`src/rtl/mem_store_buffer_pkg.sv`:
```
// Shared definitions for the MEM-stage store buffer: store function codes and the queued entry layout.
package mem_store_buffer_pkg;

    localparam logic [3:0] FUNC_SB = 4'b1001;
    localparam logic [3:0] FUNC_SH = 4'b1010;
    localparam logic [3:0] FUNC_SW = 4'b1011;

    typedef struct packed {
        logic [29:0] waddr;
        logic [3:0]  wen;
        logic [31:0] wdata;
    } st_entry_t;

endpackage

```
`src/rtl/mem_store_buffer_align.sv`:
```
// Store alignment: turns func/offset/data into byte enables, lane-replicated data and a misalign flag.
module store_align
    import mem_store_buffer_pkg::*;
(
    input  logic [3:0]  func,
    input  logic [1:0]  off,
    input  logic [31:0] data,
    output logic [3:0]  wen,
    output logic [31:0] wdata,
    output logic        misalign,
    output logic        func_ok
);

    always_comb begin
        wen      = 4'b0000;
        wdata    = 32'h0;
        misalign = 1'b0;
        func_ok  = 1'b1;
        case (func)
            FUNC_SB: begin
                wen   = 4'b0001 << off;
                wdata = {4{data[7:0]}};
            end
            FUNC_SH: begin
                wen      = off[1] ? 4'b1100 : 4'b0011;
                wdata    = {2{data[15:0]}};
                misalign = off[0];
            end
            FUNC_SW: begin
                wen      = 4'b1111;
                wdata    = data;
                misalign = (off != 2'b00);
            end
            default: func_ok = 1'b0;
        endcase
    end

endmodule

```
`src/rtl/mem_store_buffer.sv`:
```
// Store buffer between MEM and the data SRAM: aligns stores, queues them in a FIFO and drains one write at a time.
module mem_store_buffer
    import mem_store_buffer_pkg::*;
#(
    parameter int DEPTH = 4
) (
    input  logic        clk,
    input  logic        rst,
    input  logic        st_valid,
    output logic        st_ready,
    input  logic [3:0]  st_func,
    input  logic [31:0] st_addr,
    input  logic [31:0] st_data,
    output logic        st_addr_err,
    input  logic        ld_check,
    input  logic [31:0] ld_addr,
    output logic        ld_hazard,
    output logic        ram_req,
    output logic [3:0]  ram_wen,
    output logic [31:0] ram_addr,
    output logic [31:0] ram_wdata,
    input  logic        ram_ack,
    output logic        empty
);

    localparam int PTR_W = $clog2(DEPTH);
    localparam int CNT_W = PTR_W + 1;

    typedef enum logic {IDLE, BUSY} state_t;

    state_t           state;
    st_entry_t        fifo [DEPTH];
    logic [PTR_W-1:0] rd_ptr, wr_ptr, idx;
    logic [CNT_W-1:0] count, count_next;
    logic [3:0]       al_wen;
    logic [31:0]      al_wdata;
    logic             al_misalign, al_func_ok;
    logic             enq, deq, hit;
    st_entry_t        new_entry, head;

    store_align u_align (
        .func     (st_func),
        .off      (st_addr[1:0]),
        .data     (st_data),
        .wen      (al_wen),
        .wdata    (al_wdata),
        .misalign (al_misalign),
        .func_ok  (al_func_ok)
    );

    assign st_addr_err = st_valid & al_misalign;
    assign enq         = st_valid & st_ready & al_func_ok & ~al_misalign;
    assign new_entry   = '{waddr: st_addr[31:2], wen: al_wen, wdata: al_wdata};
    // An empty FIFO forwards the incoming store straight to the SRAM port to get one-cycle latency.
    assign head        = (count == '0) ? new_entry : fifo[rd_ptr];
    assign empty       = (count == '0) && (state == IDLE);

    always_comb begin
        deq = 1'b0;
        case (state)
            IDLE: deq = (count != '0) || enq;
            BUSY: deq = ram_ack && (count != '0);
            default: deq = 1'b0;
        endcase
        count_next = count + CNT_W'(enq) - CNT_W'(deq);
    end

    always_comb begin
        hit = (state == BUSY) && (ram_addr[31:2] == ld_addr[31:2]);
        idx = '0;
        for (int i = 0; i < DEPTH; i++) begin
            idx = rd_ptr + PTR_W'(i);
            if ((CNT_W'(i) < count) && (fifo[idx].waddr == ld_addr[31:2]))
                hit = 1'b1;
        end
        ld_hazard = ld_check & hit;
    end

    always_ff @(posedge clk) begin
        if (enq)
            fifo[wr_ptr] <= new_entry;
    end

    always_ff @(posedge clk or posedge rst) begin
        if (rst) begin
            state     <= IDLE;
            rd_ptr    <= '0;
            wr_ptr    <= '0;
            count     <= '0;
            st_ready  <= 1'b1;
            ram_req   <= 1'b0;
            ram_wen   <= 4'b0000;
            ram_addr  <= 32'h0;
            ram_wdata <= 32'h0;
        end else begin
            if (enq) wr_ptr <= wr_ptr + 1'b1;
            if (deq) rd_ptr <= rd_ptr + 1'b1;
            count    <= count_next;
            st_ready <= (count_next < CNT_W'(DEPTH));
            case (state)
                IDLE: begin
                    if (deq) begin
                        ram_req   <= 1'b1;
                        ram_wen   <= head.wen;
                        ram_addr  <= {head.waddr, 2'b00};
                        ram_wdata <= head.wdata;
                        state     <= BUSY;
                    end
                end
                BUSY: begin
                    if (ram_ack) begin
                        if (deq) begin
                            ram_wen   <= head.wen;
                            ram_addr  <= {head.waddr, 2'b00};
                            ram_wdata <= head.wdata;
                        end else begin
                            ram_req <= 1'b0;
                            ram_wen <= 4'b0000;
                            state   <= IDLE;
                        end
                    end
                end
                default: state <= IDLE;
            endcase
        end
    end

endmodule
```
`config.mk`:
```
export PLATFORM = sky130hd
export DESIGN_NAME = mem_store_buffer
export DESIGN_NICKNAME = d
export VERILOG_FILES = /design/src/rtl/mem_store_buffer_pkg.sv /design/src/rtl/mem_store_buffer_align.sv /design/src/rtl/mem_store_buffer.sv
export SDC_FILE = /design/constraint.sdc
export NUM_CORES = 1
export LEC_CHECK = 0
export ABC_AREA = 1
export CAP_MARGIN = 20
export CORE_UTILIZATION = 53
export CTS_BUF_LIST = sky130_fd_sc_hd__clkbuf_16
export DETAILED_ROUTE_END_ITERATION = 12
export PLACE_DENSITY_LB_ADDON = 0.25
export SETUP_SLACK_MARGIN = 0.2
export SLEW_MARGIN = 20
export SYNTH_ARGS = -nofsm -noshare
export SYNTH_HDL_FRONTEND = slang
export SYNTH_SLANG_ARGS = --single-unit
export TNS_END_PERCENT = 5
```
`constraint.sdc`:
```
create_clock -name clk -period 3.9 [get_ports clk]
set_clock_uncertainty 0.1 [all_clocks]
set_input_delay 0.39 -clock clk [delete_from_list [all_inputs] [get_ports clk]]
set_output_delay 0.39 -clock clk [all_outputs]
set_load 0.05 [all_outputs]
```
==> results of run 1 <==
[cells in the final DEF (no fill, tap or decap), types with 9 or more instances in the layout]
master / instances
clkdlybuf4s50_1: 172
a21oi_1: 79
inv_1: 148
o21ai_0: 50
clkbuf_16: 40
nand4_1: 24
edfxtp_1: 264
o211ai_1: 22
xnor2_1: 10
clkinv_1: 9
o22ai_1: 9
nand3_1: 406
buf_12: 9
a31oi_1: 12
nand2_1: 903
a41oi_1: 24
nor2_1: 133
buf_4: 27
dfrtp_1: 73
[where the power goes]
group          leakage, nW  internal [W]  switching [W]
clock                0.624       0.00210        0.00143
combinational         5.68       0.00310        0.00656
sequential            3.28       0.00442       0.000396
[cell families (layout without fill, tap and decap cells)]
group / Yosys count / after routing
and+or+nand+nor: 1478 / 1478
buffers and inverters: 266 / 430
adders and majority gates: 9 / 9
AOI/OAI and AO/OA: 213 / 213
other: 1 / 3
DFF: 340 / 340
xor gates and xnor gates: 17 / 17
[layout make-up]
cell class | instances | share of cell area
timing repair buffer | 219 | 0.105
clock buffer | 38 | 0.0427
tap | 455 | 0.0256
antenna | 1 | 0.000112
multi-input combinational | 1719 | 0.349
clock inverter | 29 | 0.0115
inverter | 144 | 0.0247
sequential | 340 | 0.442
[Yosys cell counts, types with 2 or more instances]
cell type / n / area share
dfrtp_1: 75 / 0.10
o211ai_1: 22 / 0.0088
buf_1: 12 / 0.0024
o22ai_1: 9 / 0.0030
nor3_1: 2 / 0.00054
o21ai_0: 52 / 0.014
inv_1: 141 / 0.028
buf_6: 5 / 0.0030
a41oi_1: 24 / 0.011
ha_1: 8 / 0.0054
o31ai_1: 3 / 0.0012
a221oi_1: 2 / 0.00094
clkbuf_1: 40 / 0.0080
nand4_1: 24 / 0.0080
o221ai_1: 2 / 0.00094
a21oi_1: 80 / 0.021
a31oi_1: 12 / 0.0040
nand2_1: 904 / 0.18
nor2_1: 137 / 0.028
inv_2: 2 / 0.00040
o21ai_1: 4 / 0.0011
buf_4: 13 / 0.0052
xnor2_1: 10 / 0.0047
buf_2: 52 / 0.014
nand3_1: 406 / 0.11
xor2_1: 7 / 0.0033
edfxtp_1: 264 / 0.42
[through the flow]
stage          total power (W)   util  worst slack, ps  TNS [ps]  std cells
2_1_floorplan           0.0114      -             -396   -104670       2325
3_5_place_dp            0.0139  0.600              548         0       2863
3_3_place_gp            0.0137  0.600              586         0       2863
6_report                0.0180  0.643              306         0       2945
4_1_cts                 0.0177  0.640              232         0       2938
5_1_grt                 0.0191  0.643              191         0       2944
[worst max-delay path, stage by stage, from the launching register on]
cell	delay [ps]
dfrtp_4	550
inv_6	160
nand2_1	90
nand2_2	170
buf_12	200
nand2_1	90
nand2_1	80
nand2_1	50
nand2_1	60
nand2_1	50
nor2_1	150
nand2_1	70
nor2_1	220
nand2_1	80
nand2_1	90
nand2_1	90
a21oi_2	210
buf_12	160
[per-layer routing]
layer	global-route usage	share of wire
met2	0.508	0.48
met3	0.0352	0.084
met1	0.391	0.39
met5	0	0.00031
met4	0.124	0.041
[registers in the layout, summed over array words and instances (netlist names)]
register   count
count          3
fifo         264
ram_addr      30
ram_req        1
ram_wdata     32
ram_wen        4
rd_ptr         2
st_ready       1
state          1
wr_ptr         2
[repair_timing]
item | CTS | global route
resized for setup | 9 | 9
setup buffers | 6 | 4
gates cloned | 2 | 2
pin swaps | 1 | 0
hold buffers | 0 | 0
endpoints found under the setup margin | 1 | 1
[final timing paths]
path | slack (ps) | cells after the start | to | from
hold reg to reg | 380 | 2 | ram_wen[2]$_DFFE_PP0P_ | ram_wen[2]$_DFFE_PP0P_
setup reg to reg | 1340 | 10 | count[2]$_DFF_PP0_ | count[0]$_DFF_PP0_
min in group clk | 380 | 2 | ram_wen[2]$_DFFE_PP0P_ | ram_wen[2]$_DFFE_PP0P_
hold / removal | 220 | 2 | ram_wdata[25]$_DFFE_PP0P_ | rst
setup / recovery | 310 | 17 | ld_hazard | rd_ptr[0]$_DFFE_PP0P_
max in group asynchronous | 2700 | 3 | st_ready$_DFF_PP1_ | rst
==> results.tsv, run 1 <==
stage	metric	value	unit
timing	RSZ-0062 raised after global routing	no	
route	Vias/cell	5.83	
place	DP HPWL	34700	um
synth	number of synthesized flops with an enable pin	264	
floorplan	Chip Width	190	um
timing	worst hold margin	224	ps
clocking	Reg clk slew, reported paths	60	ps
timing	Slew HR	0.356	
synth	Synth Area in Compound Gates	0.0688	
clocking	Clock Latency Late Sink	520	ps
timing	worst-margin pin slew	966	ps
critical_path	Crit Path Max Fanout	19	
clocking	CTS Buf Count	37	
flow_run	MaxCap Viol Count	0	
global_route	largest net degree at the start of global routing	132	
final_layout	Nets	2575	
floorplan	Die Y	190	um
timing	final setup violation count	0	
synth	post-synthesis simple-gate area fraction	0.329	
power	Cell Pwr Density	809	nW/um2
power	Leak Pwr	9.58	nW
synth	main flop type after synthesis	edfxtp_1	
timing	crit share post-route	0.922	
place	GPL Wtd Cong	0.932	
route	initial DRC count	1687	
global_route	Total Routing Usage GR	0.300	
synth	adder-cell area share of the yosys netlist	0.00643	
final_layout	Design Area, Final	22300	um2
synth	post-synthesis xor/xnor area fraction	0.00797	
global_route	vias in the first global route	16000	
status	outcome	finished, final reports clean	
route	Via Count	17200	
place	dpl cell area	20800	um2
global_route	remaining global-route overflow	0	
global_route	initial antenna violation count	2	
timing	min Tclk post-route	3590	ps
final_layout	layout cells sized above 1	0.0474	
floorplan	initial core utilization	0.540	
critical_path	WS Path Type	flop to output port	
clocking	H-tree levels	2	
critical_path	Critical Path End Type	output port	
clocking	TritonCTS clock tree	built	
synth	Post-Syn Area per Cell	8.04	um2
route	average wire per standard cell	18.7	um
synth	Synth warnings	0	
floorplan	Die Area	36000	um2
timing	final hold violation count	0	
route	DRC	0	
final_layout	Reg area	9840	um2
place	port bufs	173	
final_layout	multi-input combinational cell area	7760	um2
synth	Synth Cell Area	18700	um2
floorplan	I/O pin cnt	178	
synth	share of flip-flops with an asynchronous set or reset	0.224	
timing	Final Max Tran Viols	0	
synth	Cell variety after synth	39	
floorplan	core area	34600	um2
critical_path	CP Data Required Time	3410	ps
final_layout	# fillers	2867	
synth	Yosys reg bits	340	
route	post-route antenna net violation count	0	
synth	largest family of logic cells by synthesized area	simple AND/OR/NAND/NOR gates	
synth	Seq/Total Area, Yosys	0.526	
clocking	root buffer cell	clkbuf_16	
critical_path	element type at the critical path start	flop	
worst_hold_path	Hold Crit Class	input pin to async pin	
clocking	Max clock buf depth	3	
synth	mux cell area share after synthesis	0	
route	DRT Pass-1 Iters	6	
timing	Max Clock Freq	0.278	GHz
global_route	first-pass GRT wire length	84500	um
power	peak supply drop	571	uV
final_layout	area grow syn2layout	19.1	%
clocking	CTS sink cnt	340	
critical_path	CP arrival	3100	ps
floorplan	Row Count	68	
synth	cells after synthesis	2324	
route	Routed WL	55100	um
No activity file was read; power rests on OpenSTA's default activity.
==> inputs of run 2 (changes only) <==
CORE_UTILIZATION = 30   (was 53)
==> run 2 against run 1 <==
  * Wire length rose by 17%
  * Critical path depth shrank 1
  * Largest cell class unchanged
  * First-iteration DRC count decreased by 16%
  * Register-to-register slack got worse by 190 ps
  * Sequential power about the same
  * Global-route usage fell by 11 points
==> results.tsv, run 2 (same netlist as run 1, synthesis figures left out) <==
stage	metric	value	unit
power	combinational share of power	0.540	
route	average wire per standard cell	19.3	um
critical_path	delay of the slowest critical-path stage	550	ps
power	Cell Pwr Density	813	nW/um2
critical_path	Critical Path End Type	output port	
route	DRC	0	
final_layout	commonest non-fill, non-tap cell in the layout	nand2_1	
place	port bufs	173	
floorplan	core area	61600	um2
critical_path	reg-to-reg endpoint	count[2]$_DFF_PP0_	
timing	Slew HR	0.379	
clocking	number of hold buffers added after cts	0	
power	Leak Pwr	9.68	nW
critical_path	CP max-delay cell	dfrtp_4	
route	post-route antenna net violation count	0	
final_layout	Top Registers	fifo (264), ram_wdata (32), ram_addr (30)	
final_layout	final design utilization	0.374	
timing	final setup violation count	0	
final_layout	Nets	2580	
floorplan	Die Y	252	um
floorplan	I/O pin cnt	178	
timing	Max Clock Freq	0.281	GHz
place	GPL Wtd Cong	0.861	
global_route	remaining global-route overflow	0	
final_layout	most frequent cells in the layout	nand2_1 (903), nand3_1 (404), edfxtp_1 (264)	
critical_path	RR Startpoint	count[0]$_DFF_PP0_	
power	Switching Share	0.473	
timing	min Tclk post-route	3560	ps
floorplan	Die Area	63300	um2
route	Via Count	16900	
route	Routed WL	64500	um
clocking	CTS sink cnt	340	
clocking	CTS Buf Count	39	
clocking	TritonCTS clock tree	built	
timing	crit share post-route	0.913	
floorplan	Row Count	91	
critical_path	R2R Setup Slk	1150	ps
critical_path	CP Data Required Time	3410	ps
timing	RSZ-0062 raised after global routing	no	
critical_path	Crit Path Max Fanout	18	
global_route	initial antenna violation count	7	
timing	final hold violation count	0	
clocking	H-tree levels	2	
timing	Final Max Tran Viols	0	
power	clock power share	0.202	
power	internal cell power	0.00987	W
global_route	largest net degree at the start of global routing	132	
clocking	Max clock buf depth	3	
worst_hold_path	Hold Crit Class	input pin to async pin	
final_layout	area grow syn2layout	23.3	%
final_layout	Top reg by flops	fifo	
final_layout	layout cells sized above 1	0.0541	
route	Vias/cell	5.06	
timing	worst-margin pin slew	932	ps
route	DRT Pass-1 Iters	8	
clocking	Clock Latency Late Sink	570	ps
status	outcome	finished, final reports clean	
critical_path	Buf/Inv on CP	3	
power	peak supply drop	361	uV
route	initial DRC count	1420	
global_route	vias in the first global route	16000	
final_layout	max reg flops	264	
critical_path	WS Path Type	flop to output port	
power	sw power	0.00886	W
clocking	Reg clk slew, reported paths	60	ps
place	worst slack at placement	246	ps
power	sequential power share	0.258	
flow_run	MaxCap Viol Count	0	
critical_path	crit-path cells	buf_4 > clkbuf_16 > nand2_1 > nand3_1 > nand2_1 > nand2_1 > nand2_1 > nand3_1 > nor2_1 > nand2_1 > nor2_1 > nand2_1 > nand2_1 > nand2_1 > a21oi_4 > buf_12	
global_route	Total Routing Usage GR	0.194	
floorplan	initial core utilization	0.303	
critical_path	R2R depth	10	
critical_path	element type at the critical path start	flop	
global_route	first-pass GRT wire length	94100	um
critical_path	CP arrival	3070	ps
clocking	root buffer cell	clkbuf_16	
critical_path	Worst path most repeated cell	nand2_1	
critical_path	CP delay by family, top	simple AND/OR/NAND/NOR gates	
floorplan	Chip Width	252	um
timing	Setup WS post-layout	338	ps
place	DP HPWL	39700	um
[run 2: cell count changes in the layout (fill, tap and decap cells not counted), sizes merged]
cell,delta
buf,-2
bufbuf,-1
bufinv,+1
clkbuf,+6
clkinv,+3
clkinvlp,+2
inv,-2
[run 2: repair_timing]
action                     in CTS  in global routing
setup endpoints to repair       1                  1
pin swaps                       1                  1
cloned                          3                  8
buffers inserted                1                  6
resized for setup              15                 23
[run 2: area by class of cell]
cell class | instances | area (um2)
Inverter | 144 | 568
Clock buffer | 39 | 976
Timing Repair Buffer | 221 | 2470
Fill cell | 6218 | 38600
Tap cell | 837 | 1050
Antenna cell | 1 | 2.50
Sequential cell | 340 | 9840
Clock inverter | 32 | 337
Multi-Input combinational cell | 1719 | 7800
Timing Repair inverter | 1 | 8.76
[run 2: how the worst max path moves through the flow]
stage	slack [ps]	cells past startpoint	end	from
after floorplan	-400	2	fifo[0][0]$_DFFE_PP_	st_ready$_DFF_PP1_
after global placement	230	17	ld_hazard	rd_ptr[0]$_DFFE_PP0P_
after detailed placement	250	17	ld_hazard	rd_ptr[0]$_DFFE_PP0P_
after CTS	210	16	ld_hazard	rd_ptr[0]$_DFFE_PP0P_
after global routing	180	17	ld_hazard	rd_ptr[1]$_DFFE_PP0P_
final	340	16	ld_hazard	rd_ptr[0]$_DFFE_PP0P_
[run 2: worst register-to-register path: stages, from the launching register on]
cell	delay [ps]
dfrtp_1	410
nor3_2	390
nand2_1	190
a21boi_4	310
nor2_4	80
ha_1	280
inv_1	40
ha_1	190
fa_1	410
xor2_1	200
inv_1	60
[run 2: layer usage]
layer	vias to the layer above	track usage	wire length (um)	part of all wire
met5	-	0	85	0.0013
met4	12	0.0601	1700	0.026
met3	106	0.0346	4740	0.073
met2	646	0.327	30500	0.47
met1	7989	0.251	27500	0.43
li1	8131	-	-	-
[run 2: per-stage QoR]
step	cell area (um2)	total power, W	instances	TNS, ps	hold slack, ps
floorplan	18700	0.0114	2325	-104670	389
global placement	21300	0.0140	3244	0	378
detailed placement	21300	0.0141	3244	0	375
CTS	22800	0.0183	3319	0	292
global route	23000	0.0200	3334	0	334
finish	23000	0.0187	3334	0	282
[run 2: power by group through the flow]
stage | logic [W] | registers [W] | clock network (W)
3_5_place_dp | 0.00924 | 0.00487 | 0
4_1_cts | 0.00958 | 0.00482 | 0.00386
3_3_place_gp | 0.00910 | 0.00488 | 0
2_1_floorplan | 0.00540 | 0.00598 | 0
6_report | 0.0101 | 0.00482 | 0.00379
5_1_grt | 0.0111 | 0.00489 | 0.00401
